===== src/rtl/pp_accumulator.sv =====
// Accumulates four Vedic half-width partial products into a 2*PP_W product (PP_W even, >= 4).
// Optional sticky carry-out flag on port ovf when PP_ACC_OVF_EN is defined.
module pp_accumulator #(
  parameter int PP_W = 8
) (
  input  logic              clk,
  input  logic              rst,
  input  logic              in_valid,
  output logic              in_ready,
  input  logic [PP_W-1:0]   in_pp,
  output logic              out_valid,
  input  logic              out_ready,
  output logic [2*PP_W-1:0] out_prod
`ifdef PP_ACC_OVF_EN
  ,
  output logic              ovf
`endif
);

  localparam int H  = PP_W / 2;
  localparam int AW = 2 * PP_W;

  typedef enum logic {
    ST_ACC,
    ST_DONE
  } state_t;

  state_t          state_q, state_d;
  logic [1:0]      cnt_q, cnt_d;
  logic [AW-1:0]   acc_q, acc_d;
  logic            in_ready_q, in_ready_d;
  logic            out_valid_q, out_valid_d;
  logic [AW-1:0]   addend;
`ifdef PP_ACC_OVF_EN
  logic            ovf_q, ovf_d;
  logic [AW:0]     sum;
`else
  logic [AW-1:0]   sum;
`endif

  // Beat alignment: q0 at 0, q1/q2 at H, q3 at PP_W.
  always_comb begin
    addend = AW'(in_pp);
    case (cnt_q)
      2'd1, 2'd2: addend = AW'(in_pp) << H;
      2'd3:       addend = AW'(in_pp) << PP_W;
      default:    addend = AW'(in_pp);
    endcase
`ifdef PP_ACC_OVF_EN
    sum = {1'b0, acc_q} + {1'b0, addend};
`else
    sum = acc_q + addend;
`endif
  end

  always_comb begin
    state_d = state_q;
    cnt_d   = cnt_q;
    acc_d   = acc_q;
`ifdef PP_ACC_OVF_EN
    ovf_d   = ovf_q;
`endif
    case (state_q)
      ST_ACC: begin
        if (in_valid) begin
          if (cnt_q == 2'd0) begin
            acc_d = AW'(in_pp);
`ifdef PP_ACC_OVF_EN
            ovf_d = 1'b0;
`endif
          end else begin
            acc_d = sum[AW-1:0];
`ifdef PP_ACC_OVF_EN
            ovf_d = ovf_q | sum[AW];
`endif
          end
          cnt_d = cnt_q + 2'd1;
          if (cnt_q == 2'd3) state_d = ST_DONE;
        end
      end
      ST_DONE: begin
        // The consuming cycle never accepts a beat, since in_ready is 0 here.
        if (out_ready) begin
          state_d = ST_ACC;
          cnt_d   = 2'd0;
        end
      end
      default: begin
        state_d = ST_ACC;
        cnt_d   = 2'd0;
      end
    endcase
    in_ready_d  = (state_d == ST_ACC);
    out_valid_d = (state_d == ST_DONE);
  end

  always_ff @(posedge clk) begin
    if (rst) begin
      state_q     <= ST_ACC;
      cnt_q       <= 2'd0;
      acc_q       <= '0;
      in_ready_q  <= 1'b1;
      out_valid_q <= 1'b0;
`ifdef PP_ACC_OVF_EN
      ovf_q       <= 1'b0;
`endif
    end else begin
      state_q     <= state_d;
      cnt_q       <= cnt_d;
      acc_q       <= acc_d;
      in_ready_q  <= in_ready_d;
      out_valid_q <= out_valid_d;
`ifdef PP_ACC_OVF_EN
      ovf_q       <= ovf_d;
`endif
    end
  end

  assign in_ready  = in_ready_q;
  assign out_valid = out_valid_q;
  assign out_prod  = acc_q;
`ifdef PP_ACC_OVF_EN
  assign ovf       = ovf_q;
`endif

endmodule


===== config.mk =====
export PLATFORM = sky130hd
export DESIGN_NAME = pp_accumulator
export DESIGN_NICKNAME = d
export VERILOG_FILES = /design/src/rtl/pp_accumulator.sv
export SDC_FILE = /design/constraint.sdc
export NUM_CORES = 1
export LEC_CHECK = 0
export ABC_AREA = 1
export CAP_MARGIN = 0
export CELL_PAD_IN_SITES_DETAIL_PLACEMENT = 0
export CELL_PAD_IN_SITES_GLOBAL_PLACEMENT = 1
export CORE_ASPECT_RATIO = 0.5
export CORE_MARGIN = 5
export CORE_UTILIZATION = 35
export CTS_BUF_LIST = sky130_fd_sc_hd__clkbuf_4 sky130_fd_sc_hd__clkbuf_8
export CTS_CLUSTER_DIAMETER = 150
export DETAILED_ROUTE_END_ITERATION = 12
export PLACE_DENSITY_LB_ADDON = 0.08
export SKIP_LAST_GASP = 1
export SLEW_MARGIN = 20
export SYNTH_ARGS = -nofsm -noshare
export SYNTH_HDL_FRONTEND = slang
export SYNTH_SLANG_ARGS = --single-unit

===== constraint.sdc =====
create_clock -name clk -period 2 [get_ports clk]
set_input_delay 0.3 -clock clk [delete_from_list [all_inputs] [get_ports clk]]
set_output_delay 0.3 -clock clk [all_outputs]
set_load 0.02 [all_outputs]

**Word-level counts from Yosys, hierarchy flattened**

Index checks and enable logic that the tools add are counted.

- Equality and inequality tests: 5
- Bitwise gates (word level): 2
- Reductions and logical operators: 4
- Mux-type cells: 9
- $add $sub $neg: 2

Operators with widths:

| kind | count |
|---|---|
| $pmux 16 s2 | 1 |
| $add 16x16->16 | 1 |
| $mux 16 | 1 |
| $eq 2x2->1 const B | 2 |
| $mux 2 | 2 |
| $ne 2x2->1 const B | 2 |
| $pmux 2 s2 | 1 |
| $reduce_and 2->1 | 2 |
| $mux 1 | 3 |
| $add 2x1->2 const B | 1 |
| $eq 2x1->1 const B | 1 |
| $logic_not 2->1 | 1 |
| $not 1->1 | 2 |
| $pmux 1 s2 | 1 |
| $reduce_or 2->1 | 1 |

- Input port bits: 12
- Bits in registers: 20
- Word-level logic and storage cells: 26
- Output and inout port bits: 18

**Longest topological paths before layout**

- Word-level depth: 5
- Gate-level depth with buffers: 15
- Gate-level depth less buffers: 15

**Worst setup path before layout**

OpenSTA, ideal clock, no wires.

- Path type: register to register
- Start: reg cnt_q[0]
- End: reg acc_q[15], in the netlist out_prod[15]
- Cell stages (with the launch flop): 16
- Setup slack: -0.142 ns
- Arrival: 2.076 ns
- Period minus slack after synthesis: 2.142 ns
- Library setup time: 0.066 ns
- Required time: 1.934 ns
- Cell sequence: dfxtp_1 -> inv_1 -> ha_1 -> clkinv_1 -> nand2_1 -> o22ai_1 -> ha_1 -> nand2_1 -> inv_2 -> nand2_1 -> nand2_1 -> a21oi_1 -> nand2_1 -> nand2_1 -> nand3_2 -> a21oi_2

- Cells in the longest elaborated chain, start to end: 5

RTL lines:

| item | RTL line | source |
|---|---|---|
| start, declared | 29 | `logic [1:0] cnt_q, cnt_d;` |
| start signal, assigned | 109 | `cnt_q <= cnt_d;` |
| $eq 2x1->1 / $eq 2x2->1 (equally long branches) | 44 | `case (cnt_q)` |
| $reduce_or 2->1 | 44 |  |
| $pmux 16 s2 | 44 |  |
| $add 16x16->16 | 52 | `sum = acc_q + addend;` |
| $mux 16 * | 66 | `if (cnt_q == 2'd0) begin` |
| end signal, assigned | 101 | `acc_q <= '0;` |
| end signal, assigned | 110 | `acc_q <= acc_d;` |
| end, declared | 30 | `logic [AW-1:0] acc_q, acc_d;` |

Mark *: on every way between the ends. The rest lies on a longest branch, timed or not.
A chain may end at the register's enable or synchronous reset.

**Worst setup path after layout**

- Start: reg cnt_q[1]
- End: reg acc_q[8], in the netlist out_prod[8]

Same word-level chain as after synthesis.

==> run_results.csv <==
group,metric,value,unit
sta,worst_slew_pin_slew,625,ps
cts,root_buffer,"clkbuf_8",
worst_setup_path,cp-start-kind,"register",
route,wl_per_cell,13.8,um
cells_and_area,nFillCells,538,
cells_and_area,final_nets,416,
sta,hold_violations,0,
cts,clk-insertion-delay-late,280,ps
route,via_count,2208,
floorplanning,ioPinCount,30,
place,dp.cells,447,
logic_synthesis,synth_ff_type,"dfxtp_1",
sta,hold_ws,498,ps
place,dpl_worst_slack,-403,ps
place,place.gp.congestion,0.843,
cells_and_area,stdcell_count,456,
run_status,status,"finished with violations",
cts,postCtsHoldBufs,0,
logic_synthesis,synth-compound-area-share,16.4,%
floorplanning,dieHeight,63.3,um
worst_setup_path,worstPathMaxFanout,4,
place,place_hpwl,4710,um
floorplanning,fp.coreArea,5490,sq um
worst_setup_path,cp_slowest_cell,"fa_2",
cts,clkSinkCount,20,
global_route,grt_pass1_wl,10600,um
job,cap_violations,0,
logic_synthesis,synthesis.nets,348,
route,drc,0,
logic_synthesis,yosysWarningCount,0,
cells_and_area,multi_input_area,1740,sq um
logic_synthesis,synth_area_per_cell,6.26,sq um
logic_synthesis,syn_inst,317,
floorplanning,fp.dieArea,7370,sq um
cts,cts.reportedPaths.clkPinSlew,90,ps
power,ir_drop,0.307,mV
power,clkPwrFrac,20.6,%
worst_setup_path,critPathKind,"reg2reg",
route,vias_per_cell,4.84,
global_route,grt_pass1_vias,2179,
sta,rsz0062_at_grt,"yes",
floorplanning,initial_core_util,36.2,%
logic_synthesis,synth_area,1990,sq um
power,seqPwrFrac,30.2,%
power,sw_frac_of_total,38.9,%
worst_setup_path,cp-startpoint,"cnt_q[1]",
cts,clk_path_buf_depth,2,
route,ant_nets,0,
cells_and_area,layout-drive-gt1-share,37.1,%
logic_synthesis,ys_async_sr_fraction,0,%
power,intPower,0.898,mW
min_path,hold_depth,2,
worst_setup_path,arrival,2210,ps
logic_synthesis,ys_seq_area_share,20.2,%
min_path,hp-start,"out_prod[15]",
sta,skew,6.79,ps
worst_setup_path,timing.rr.end,"out_prod[8]",
sta,fin_ws,-51.2,ps
power,comb_power_share,49.3,%
sta,finalCritPeriodShare,103,%
global_route,overflow,0,
worst_setup_path,slowest_delay,340,ps
worst_setup_path,reg2reg_from,"cnt_q[1]",
sta,max_freq,488,MHz
worst_setup_path,cp_data_required_time,2160,ps
logic_synthesis,synth_seq_cells,20,
min_path,hold_end,"out_prod[15]",
route,wl,6300,um
logic_synthesis,synth.area.mux_share,0,%
cts,cts_buffers,3,
power,p_sw,0.572,mW
run_status,violations,"negative setup slack",
route,first_pass_iters,4,
sta,min_period,2050,ps
sta,setup_viol,6,
worst_setup_path,worstSetupEndpointType,"register",
global_route,grt_max_degree,26,
sta,slew_headroom,58.3,%
floorplanning,die_w,117,um
logic_synthesis,ys_types,34,
cells_and_area,area_growth,57.1,%
worst_setup_path,path_buf_inv,4,
floorplanning,num_rows,19,
worst_setup_path,rrSetupSlack,-50,ps
logic_synthesis,synth_fa_ha_area_share,12.4,%
worst_setup_path,path_cells,"inv_2, ha_4, nand2_1, inv_1, ha_2, inv_1, fa_2, inv_2, nand3_1, nand3_2, a21oi_2, or2_1, nand3_2, a21oi_2",
cts,cts_tree,"built",
global_route,groute.usage.overall,18.0,%
logic_synthesis,synth_xor_xnor_area_share,0.882,%
logic_synthesis,synth_edf_count,0,
power,power_density,471,nW/um^2
cts,htree_levels,1,
logic_synthesis,synthSimpleGateAreaFrac,35.2,%
cells_and_area,diodes,0,
power,p_leak,1.45,nW
sta,slew_violations,0,
place,portBuffers,29,
route,dr.first_iter.drc_count,127,
worst_setup_path,worst-r2r-cell-count,14,
cells_and_area,ff_latch_area,403,sq um
logic_synthesis,synth_top_family_by_area,"simple AND/OR/NAND/NOR gates",
worst_setup_path,path_delay_family,"adder cells",
global_route,antenna_found_initial,0,
min_path,min_path_type,"reg2reg",
[repair_timing]
action,CTS,global route
cloned,0,0
pin swaps,16,27
setup buffers,4,2
setup endpoints to repair,13,13
gates resized for setup,61,34
[power groups by stage]
stage / Combinational (mW) / Clock (mW) / Sequential (mW)
floorplan: 0.299 / 0 / 0.464
global placement: 0.519 / 0 / 0.446
detailed placement: 0.525 / 0 / 0.446
CTS: 0.658 / 0.321 / 0.442
global route: 0.790 / 0.334 / 0.447
finish: 0.725 / 0.302 / 0.444
[placed cells by master (no fill, tap or decap), types with 8 or more instances in the layout]
master and instances:
nand2_2 27, clkdlybuf4s50_1 29, a21oi_2 8, nand3_1 12, inv_2 8, nand2_1 75, nor2_1 10, nand3_2 8
buf_4 36, o22ai_4 8, a21oi_1 28, dfxtp_1 18, inv_1 50, ha_4 14
[layout make-up]
cell class | count | area share, %
clock buffer | 3 | 1.32
inverter | 63 | 8.14
multi-input combinational | 229 | 55.6
sequential | 20 | 12.9
tap | 73 | 2.93
timing repair buffer | 68 | 19.1
[flip-flops by register name (all words and copies together) (netlist names)]
| name | cells |
|---|---|
| out_valid | 1 |
| cnt_q | 2 |
| out_prod | 16 |
| in_ready | 1 |
[layer usage]
metal	wire, um	track usage [%]	vias to the layer above
li1	-	-	1144
met5	0	0	-
met2	2700	28.1	36
met1	3250	25.4	1024
met3	318	4.88	4
met4	37	2.17	0
[cell usage after synthesis (2+ instances only)]
cell type | n | area (sq um)
nand2_2 | 8 | 50.1
dfxtp_1 | 20 | 400
inv_2 | 4 | 15.0
nor2_2 | 2 | 12.5
a21oi_2 | 4 | 35.0
nor3_1 | 2 | 10.0
a21oi_1 | 34 | 170
o21ai_0 | 9 | 45.0
nand2_1 | 98 | 368
nand3_1 | 15 | 75.1
nor2_1 | 11 | 41.3
xor2_1 | 2 | 17.5
ha_1 | 18 | 225
inv_1 | 57 | 214
clkbuf_8 | 2 | 27.5
o22ai_1 | 9 | 56.3
nand3_2 | 5 | 50.1
[how the worst max path moves through the flow]
stage | endpoint | slack, ps | cells past startpoint
6_report | out_prod[8] | -50 | 14
3_5_place_dp | out_prod[8] | -400 | 13
5_1_grt | out_prod[12] | -200 | 15
2_1_floorplan | out_prod[8] | 3 | 14
4_1_cts | out_prod[13] | -70 | 15
3_3_place_gp | out_prod[8] | -350 | 13
[metrics by stage]
stage	area (sq um)	power (mW)	TNS, ps	utilization [%]
2_1_floorplan	2000	0.763	0	-
3_3_place_gp	2570	0.965	-3100	46.8
3_5_place_dp	2570	0.971	-3470	46.8
4_1_cts	2960	1.42	-362	53.9
5_1_grt	3120	1.57	-1670	56.8
6_report	3120	1.47	-147	56.8
[cell families (layout without fill, tap and decap cells)]
logic type / count (synthesis) / count (layout)
simple gates: 149 / 149
buf+inv: 68 / 134
flops: 20 / 20
xor+xnor: 2 / 2
fa+ha+maj: 19 / 19
compound gates: 59 / 59
[worst reg2reg max path, cell delays in order (launching register included)]
cell and delay [ps]:
dfxtp_2 330, inv_2 70, ha_4 180, nand2_1 60
inv_1 50, ha_2 160, inv_1 60, fa_2 340
inv_2 90, nand3_1 80, nand3_2 120, a21oi_2 70
or2_1 220, nand3_2 60, a21oi_2 50
(Power assumes the default switching activity.)
